**src/rtl/host_req_sched_if.sv**
```systemverilog
// host_req_sched_if
//   Bundles the channel request, host request and host response handshakes
//   around the host request scheduler.
//   Channel side : i_req_v/i_req_r plus packed i_req_sid/i_req_ea, channel c
//                  at [c*width +: width].
//   Host request : o_req_v/o_req_r with o_req_sid/o_req_ea.
//   Host response: i_rsp_v/i_rsp_r with i_rsp_sid.
//   master = scheduler view, slave = surrounding logic / testbench view.
interface host_req_sched_if #(
    parameter int unsigned addr_width   = 64,
    parameter int unsigned nstrms_width = 6,
    parameter int unsigned channels     = 4
);
    logic [channels-1:0]              i_req_v;
    logic [channels-1:0]              i_req_r;
    logic [channels*nstrms_width-1:0] i_req_sid;
    logic [channels*addr_width-1:0]   i_req_ea;

    logic                             o_req_v;
    logic                             o_req_r;
    logic [nstrms_width-1:0]          o_req_sid;
    logic [addr_width-1:0]            o_req_ea;

    logic                             i_rsp_v;
    logic                             i_rsp_r;
    logic [nstrms_width-1:0]          i_rsp_sid;

    modport master (
        input  i_req_v, i_req_sid, i_req_ea, o_req_r, i_rsp_v, i_rsp_sid,
        output i_req_r, o_req_v, o_req_sid, o_req_ea, i_rsp_r
    );

    modport slave (
        output i_req_v, i_req_sid, i_req_ea, o_req_r, i_rsp_v, i_rsp_sid,
        input  i_req_r, o_req_v, o_req_sid, o_req_ea, i_rsp_r
    );
endinterface

```
**src/rtl/host_req_sched.sv**
```systemverilog
// host_req_sched
//   Round-robin scheduler of L2 channel read requests onto the single host
//   request port, with one registered output stage and a global credit
//   counter limiting host reads in flight.
//   clk     : clock, rising edge
//   reset   : asynchronous, active-low reset
//   bus     : host_req_sched_if.master (channel requests, host request,
//             host response handshakes)
//   o_outst : requests accepted but not yet answered
//   o_err   : sticky, a response arrived while nothing was outstanding
module host_req_sched #(
    parameter int unsigned addr_width   = 64,
    parameter int unsigned nstrms       = 64,
    parameter int unsigned nstrms_width = $clog2(nstrms),
    parameter int unsigned channels     = 4,
    parameter int unsigned max_outst    = 32,
    parameter int unsigned outst_width  = $clog2(max_outst + 1)
) (
    input  logic                   clk,
    input  logic                   reset,
    host_req_sched_if.master       bus,
    output logic [outst_width-1:0] o_outst,
    output logic                   o_err
);
    localparam int unsigned ch_width = $clog2(channels);
    localparam logic [outst_width-1:0] max_cnt = outst_width'(max_outst);
    localparam logic [ch_width-1:0]    last_ch = ch_width'(channels - 1);

    logic [ch_width-1:0]     ptr_q, ptr_d;
    logic                    o_req_v_q, o_req_v_d;
    logic [nstrms_width-1:0] sid_q, sid_d;
    logic [addr_width-1:0]   ea_q, ea_d;
    logic [outst_width-1:0]  outst_q, outst_d;
    logic                    err_q, err_d;

    logic                    found;
    logic [ch_width-1:0]     winner;
    logic [ch_width-1:0]     idx_c;
    int unsigned             idx;
    logic                    free, cred, accept, rsp_acc, underflow;
    logic [channels-1:0]     grant;

    // Winner search depends only on valids and the pointer, never on ready.
    always_comb begin
        found  = 1'b0;
        winner = '0;
        idx    = 0;
        idx_c  = '0;
        for (int unsigned k = 0; k < channels; k++) begin
            idx = 32'(ptr_q) + k;
            if (idx >= channels) idx = idx - channels;
            idx_c = ch_width'(idx);
            if (!found && bus.i_req_v[idx_c]) begin
                found  = 1'b1;
                winner = idx_c;
            end
        end
    end

    always_comb begin
        free      = !o_req_v_q || bus.o_req_r;
        cred      = outst_q < max_cnt;
        accept    = found && free && cred && reset;
        rsp_acc   = bus.i_rsp_v && reset;
        underflow = rsp_acc && (outst_q == '0);

        grant = '0;
        if (accept) grant[winner] = 1'b1;

        ptr_d     = ptr_q;
        o_req_v_d = o_req_v_q;
        sid_d     = sid_q;
        ea_d      = ea_q;
        if (accept) begin
            ptr_d     = (winner == last_ch) ? '0 : winner + 1'b1;
            o_req_v_d = 1'b1;
            sid_d     = bus.i_req_sid[32'(winner) * nstrms_width +: nstrms_width];
            ea_d      = bus.i_req_ea[32'(winner) * addr_width +: addr_width];
        end else if (bus.o_req_r) begin
            o_req_v_d = 1'b0;
        end

        // A response with nothing outstanding returns no credit.
        outst_d = outst_q;
        case ({accept, rsp_acc && !underflow})
            2'b10:   outst_d = outst_q + 1'b1;
            2'b01:   outst_d = outst_q - 1'b1;
            default: outst_d = outst_q;
        endcase

        err_d = err_q || underflow;
    end

    always_ff @(posedge clk or negedge reset) begin
        if (!reset) begin
            ptr_q     <= '0;
            o_req_v_q <= 1'b0;
            sid_q     <= '0;
            ea_q      <= '0;
            outst_q   <= '0;
            err_q     <= 1'b0;
        end else begin
            ptr_q     <= ptr_d;
            o_req_v_q <= o_req_v_d;
            sid_q     <= sid_d;
            ea_q      <= ea_d;
            outst_q   <= outst_d;
            err_q     <= err_d;
        end
    end

    assign bus.i_req_r   = grant;
    assign bus.o_req_v   = o_req_v_q;
    assign bus.o_req_sid = sid_q;
    assign bus.o_req_ea  = ea_q;
    assign bus.i_rsp_r   = reset;
    assign o_outst       = outst_q;
    assign o_err         = err_q;
endmodule

```
**src/flat_wrapper.sv**
```systemverilog
// flat-port wrapper written by rule: the top's interface ports become plain ports
module host_req_sched_flat 
#(
    parameter int unsigned addr_width   = 64,
    parameter int unsigned nstrms       = 64,
    parameter int unsigned nstrms_width = $clog2(nstrms),
    parameter int unsigned channels     = 4,
    parameter int unsigned max_outst    = 32,
    parameter int unsigned outst_width  = $clog2(max_outst + 1)
)
  (clk, reset, o_outst, o_err, bus_i_req_v, bus_i_req_sid, bus_i_req_ea, bus_o_req_r, bus_i_rsp_v, bus_i_rsp_sid, bus_i_req_r, bus_o_req_v, bus_o_req_sid, bus_o_req_ea, bus_i_rsp_r);
  host_req_sched_if #(.addr_width(addr_width), .nstrms_width(nstrms_width), .channels(channels)) bus_i ();
  input  logic clk;
  input  logic reset;
  output logic [outst_width-1:0] o_outst;
  output logic o_err;
  input wire logic [$bits(bus_i.i_req_v)-1:0] bus_i_req_v;
  input wire logic [$bits(bus_i.i_req_sid)-1:0] bus_i_req_sid;
  input wire logic [$bits(bus_i.i_req_ea)-1:0] bus_i_req_ea;
  input wire logic [$bits(bus_i.o_req_r)-1:0] bus_o_req_r;
  input wire logic [$bits(bus_i.i_rsp_v)-1:0] bus_i_rsp_v;
  input wire logic [$bits(bus_i.i_rsp_sid)-1:0] bus_i_rsp_sid;
  output wire logic [$bits(bus_i.i_req_r)-1:0] bus_i_req_r;
  output wire logic [$bits(bus_i.o_req_v)-1:0] bus_o_req_v;
  output wire logic [$bits(bus_i.o_req_sid)-1:0] bus_o_req_sid;
  output wire logic [$bits(bus_i.o_req_ea)-1:0] bus_o_req_ea;
  output wire logic [$bits(bus_i.i_rsp_r)-1:0] bus_i_rsp_r;
  assign bus_i.i_req_v = bus_i_req_v;
  assign bus_i.i_req_sid = bus_i_req_sid;
  assign bus_i.i_req_ea = bus_i_req_ea;
  assign bus_i.o_req_r = bus_o_req_r;
  assign bus_i.i_rsp_v = bus_i_rsp_v;
  assign bus_i.i_rsp_sid = bus_i_rsp_sid;
  assign bus_i_req_r = bus_i.i_req_r;
  assign bus_o_req_v = bus_i.o_req_v;
  assign bus_o_req_sid = bus_i.o_req_sid;
  assign bus_o_req_ea = bus_i.o_req_ea;
  assign bus_i_rsp_r = bus_i.i_rsp_r;
  host_req_sched #(.addr_width(addr_width), .nstrms(nstrms), .nstrms_width(nstrms_width), .channels(channels), .max_outst(max_outst), .outst_width(outst_width)) u_core (.clk(clk), .reset(reset), .bus(bus_i), .o_outst(o_outst), .o_err(o_err));
endmodule
```
**config.mk**
```make
export PLATFORM = sky130hd
export DESIGN_NAME = host_req_sched_flat
export DESIGN_NICKNAME = d
export VERILOG_FILES = /design/src/rtl/host_req_sched_if.sv /design/src/rtl/host_req_sched.sv /design/src/flat_wrapper.sv
export SDC_FILE = /design/constraint.sdc
export NUM_CORES = 1
export LEC_CHECK = 0
export ABC_AREA = 1
export CORE_MARGIN = 2
export CORE_UTILIZATION = 30
export DETAILED_ROUTE_END_ITERATION = 10
export DONT_BUFFER_PORTS = 1
export PLACE_DENSITY = 0.52
export SKIP_LAST_GASP = 1
export SLEW_MARGIN = 10
export SYNTH_ARGS = -nofsm -noshare
export SYNTH_HDL_FRONTEND = slang
export SYNTH_SLANG_ARGS = --single-unit
```
**constraint.sdc**
```tcl
create_clock -name clk -period 7.8 [get_ports clk]
set_clock_uncertainty 0.15 [all_clocks]
set_input_delay 0.78 -clock clk [delete_from_list [all_inputs] [get_ports clk]]
set_output_delay 0.78 -clock clk [all_outputs]
set_load 0.03 [all_outputs]
```
==> run summary <==
GPL Wtd Cong: 0.830
Pre-Repair DR Iteration Count: 5
Core Area: 22800 sq um
Setup-failing EPs final: 0
synth top area cells: dfrtp_1 (29%), nand2_1 (25%), nand3_1 (16%)
sequential fraction of the synthesis area: 28.6%
slowest stage delay, CP: 580 ps
FF-to-FF setup slack: 3790 ps
Tcrit/Tclk final: 58.4%
CTS tree: built
Worst-path clk slew: 60 ps
Post-Syn Instances: 1195
TritonCTS buffer count: 9
Worst slew margin: 40.4%
final slew viol count: 0
total number of vias: 6948
Worst R2R End: u_core.bus.o_req_ea[10]
most frequent cells in the layout: nand2_1 (465), inv_1 (231), nand3_1 (220)
final worst slack: 3250 ps
post-route DRC violation count: 0
max cap viols: 0
post-synth net total: 1499
kind of critical path: reg2out
clock buffer depth: 2
Leak: 0.00451 uW
# fillers: 2569
area leader, netlist: dfrtp_1
H-tree depth: 3
post-CTS setup buffers: 0
Slew @ Worst Pin: 895 ps
grt ovf: 0
Max IR drop VDD: 0.377 mV
Max Freq: 220 MHz
critical path's most frequent cell: nand2_1
Post-Place Worst Slack: 3430 ps
Yosys reg bits: 80
crit path capture: bus_i_req_r[3]
Avg Inst Size Synth: 5.85 sq um
crit path from: u_core.ptr_q[0]
DRT iter0 DRCs: 406
Sink Count: 80
Die W: 157 microns
All-Layer GR Usage: 17.3%
YS warnings: 0
first-pass GRT wire length: 33.4 mm
CP Capture Type: output pin
status: finished clean
RSZ-0062 raised after global routing: false
Hold Path Class: in2async
root buffer cell: clkbuf_16
I/O Buffers: 0
initial core utilization: 30.7%
DR WL/cell: 15.2 microns
r2r startpoint: u_core.ptr_q[0]
initial antenna violation count: 1
area grow syn2layout: 6.30%
top-area cell type share of the netlist area: 28.6%
Netlist cell types: 30
worst hold margin: 207 ps
Core Rows: 55
top-level I/O count: 377
ANT nets after route: 0
setup_tns: 0 ps
Slowest-stage cell, CP: dfrtp_1
Die Y: 157 microns
Final Hold Viols: 0
mapped cell area: 6990 sq um
nets@finish: 1442
Post-Route WL: 22.2 mm
pwr dens: 599 nW/um^2
vias in the first global route: 6408
share of cells above drive strength 1: 3.15%
die area: 24500 sq um
Tmin final: 4550 ps
CP Cell Sequence: inv_2 > nand2_1 > nand2_2 > nand2_1 > nand2_1 > nor2_4 > nand3_2 > nand2_4 > nand2_4 > inv_1 > ha_1 > inv_1 > nor2_1
Clk Latency, worst-skew pair: 340 ps
CP max FO: 65
CP arrival: 3620 ps
largest net degree at the start of global routing: 86
post-DP HPWL: 15.7 mm
CP required: 6870 ps
most common cell after layout, fill and taps aside: nand2_1
Worst Reg-to-Reg Cells: 14
CP startpoint kind: register
Via density: 4.77
## cell families (layout without fill, tap and decap cells)
kind of cell    Yosys count  after routing  synth area share, %
simple gates            777            777                 50.2
xor+xnor                  2              2                0.251
fa+ha+maj                10             10                 1.90
compound gates           14             14                 1.07
other cells               0              1                    0
buf+inv                 312            260                 17.9
flops                    80             80                 28.6
## worst max-delay path, delay by kind of cell (launching register included)
| family | cells | cell delay, ps |
|---|---|---|
| flops | 1 | 580 |
| fa+ha+maj | 1 | 160 |
| buf+inv | 3 | 440 |
| simple gates | 9 | 2080 |
## where the power goes
part	switching [uW]	total, uW	internal (uW)	leakage [uW]
logic	1950	2800	849	0.00337
clock network	174	455	281	0.000150
registers	575	1190	618	0.000991
## layer usage
| layer | wire (microns) | share of wire [%] | track usage (%) | vias to the layer above |
|---|---|---|---|---|
| li1 | - | - | - | 3496 |
| met1 | 9190 | 42 | 20.0 | 3142 |
| met2 | 10700 | 48 | 30.3 | 280 |
| met3 | 1740 | 7.8 | 4.85 | 30 |
| met4 | 532 | 2.4 | 6.47 | 0 |
| met5 | 0 | 0 | 0 | - |
## final cells by class
class | instances | area [sq um] | share of cell area, %
antenna | 1 | 2.50 | 0.0337
inverter | 236 | 886 | 11.9
clock buffer | 11 | 233 | 3.13
clock inverter | 5 | 81.3 | 1.09
tap | 313 | 392 | 5.27
timing repair buffer | 8 | 80.1 | 1.08
multi-input combinational | 803 | 3760 | 50.5
sequential | 80 | 2000 | 26.9
## worst min path at each step
stage / start / to / slack, ps / depth (start not counted)
2_1_floorplan: reset / u_core.bus.o_req_ea[0] / 330 / 0
3_3_place_gp: reset / u_core.bus.o_req_ea[46] / 340 / 0
3_5_place_dp: reset / u_core.bus.o_req_ea[46] / 340 / 0
4_1_cts: reset / u_core.bus.o_req_ea[49] / 210 / 1
5_1_grt: reset / u_core.bus.o_req_ea[39] / 220 / 1
6_report: reset / u_core.bus.o_req_ea[42] / 210 / 1
## metrics by stage
stage	util (%)	cells	power, uW	cell area (sq um)
after floorplan	-	1195	3440	6990
after global placement	31.1	1439	4030	7090
after detailed placement	31.1	1439	4030	7090
after CTS	32.6	1456	4520	7430
after global routing	32.6	1457	4940	7430
final	32.6	1457	4450	7430
## state kept, by name, indices dropped and copies added, names as in the netlist
register,count
u_core.bus.o_req_ea,64
u_core.bus.o_req_sid,6
u_core.o_outst,6
u_core.ptr_q,2
u_core.bus.o_req_v,1
u_core.o_err,1
## synth_stat cells (all sizes together)
| cell | instances |
|---|---|
| a21oi | 4 |
| a31oi | 2 |
| buf | 61 |
| clkbuf | 15 |
| clkinv | 1 |
| dfrtp | 80 |
| fa | 1 |
| ha | 9 |
| inv | 235 |
| nand2 | 471 |
| nand3 | 221 |
| nand3b | 71 |
| nand4 | 2 |
| nor2 | 10 |
| nor4 | 1 |
| o21ai | 7 |
| o21bai | 1 |
| or2 | 1 |
| xnor2 | 1 |
| xor2 | 1 |
## timing repair
item / CTS / global route
endpoints found under the setup margin: 0 / 0
hold buffers: 1 / 0
resized for setup: 0 / 0
endpoints found under the hold margin: 80 / 0
Power figures use the tool's default switching activity.
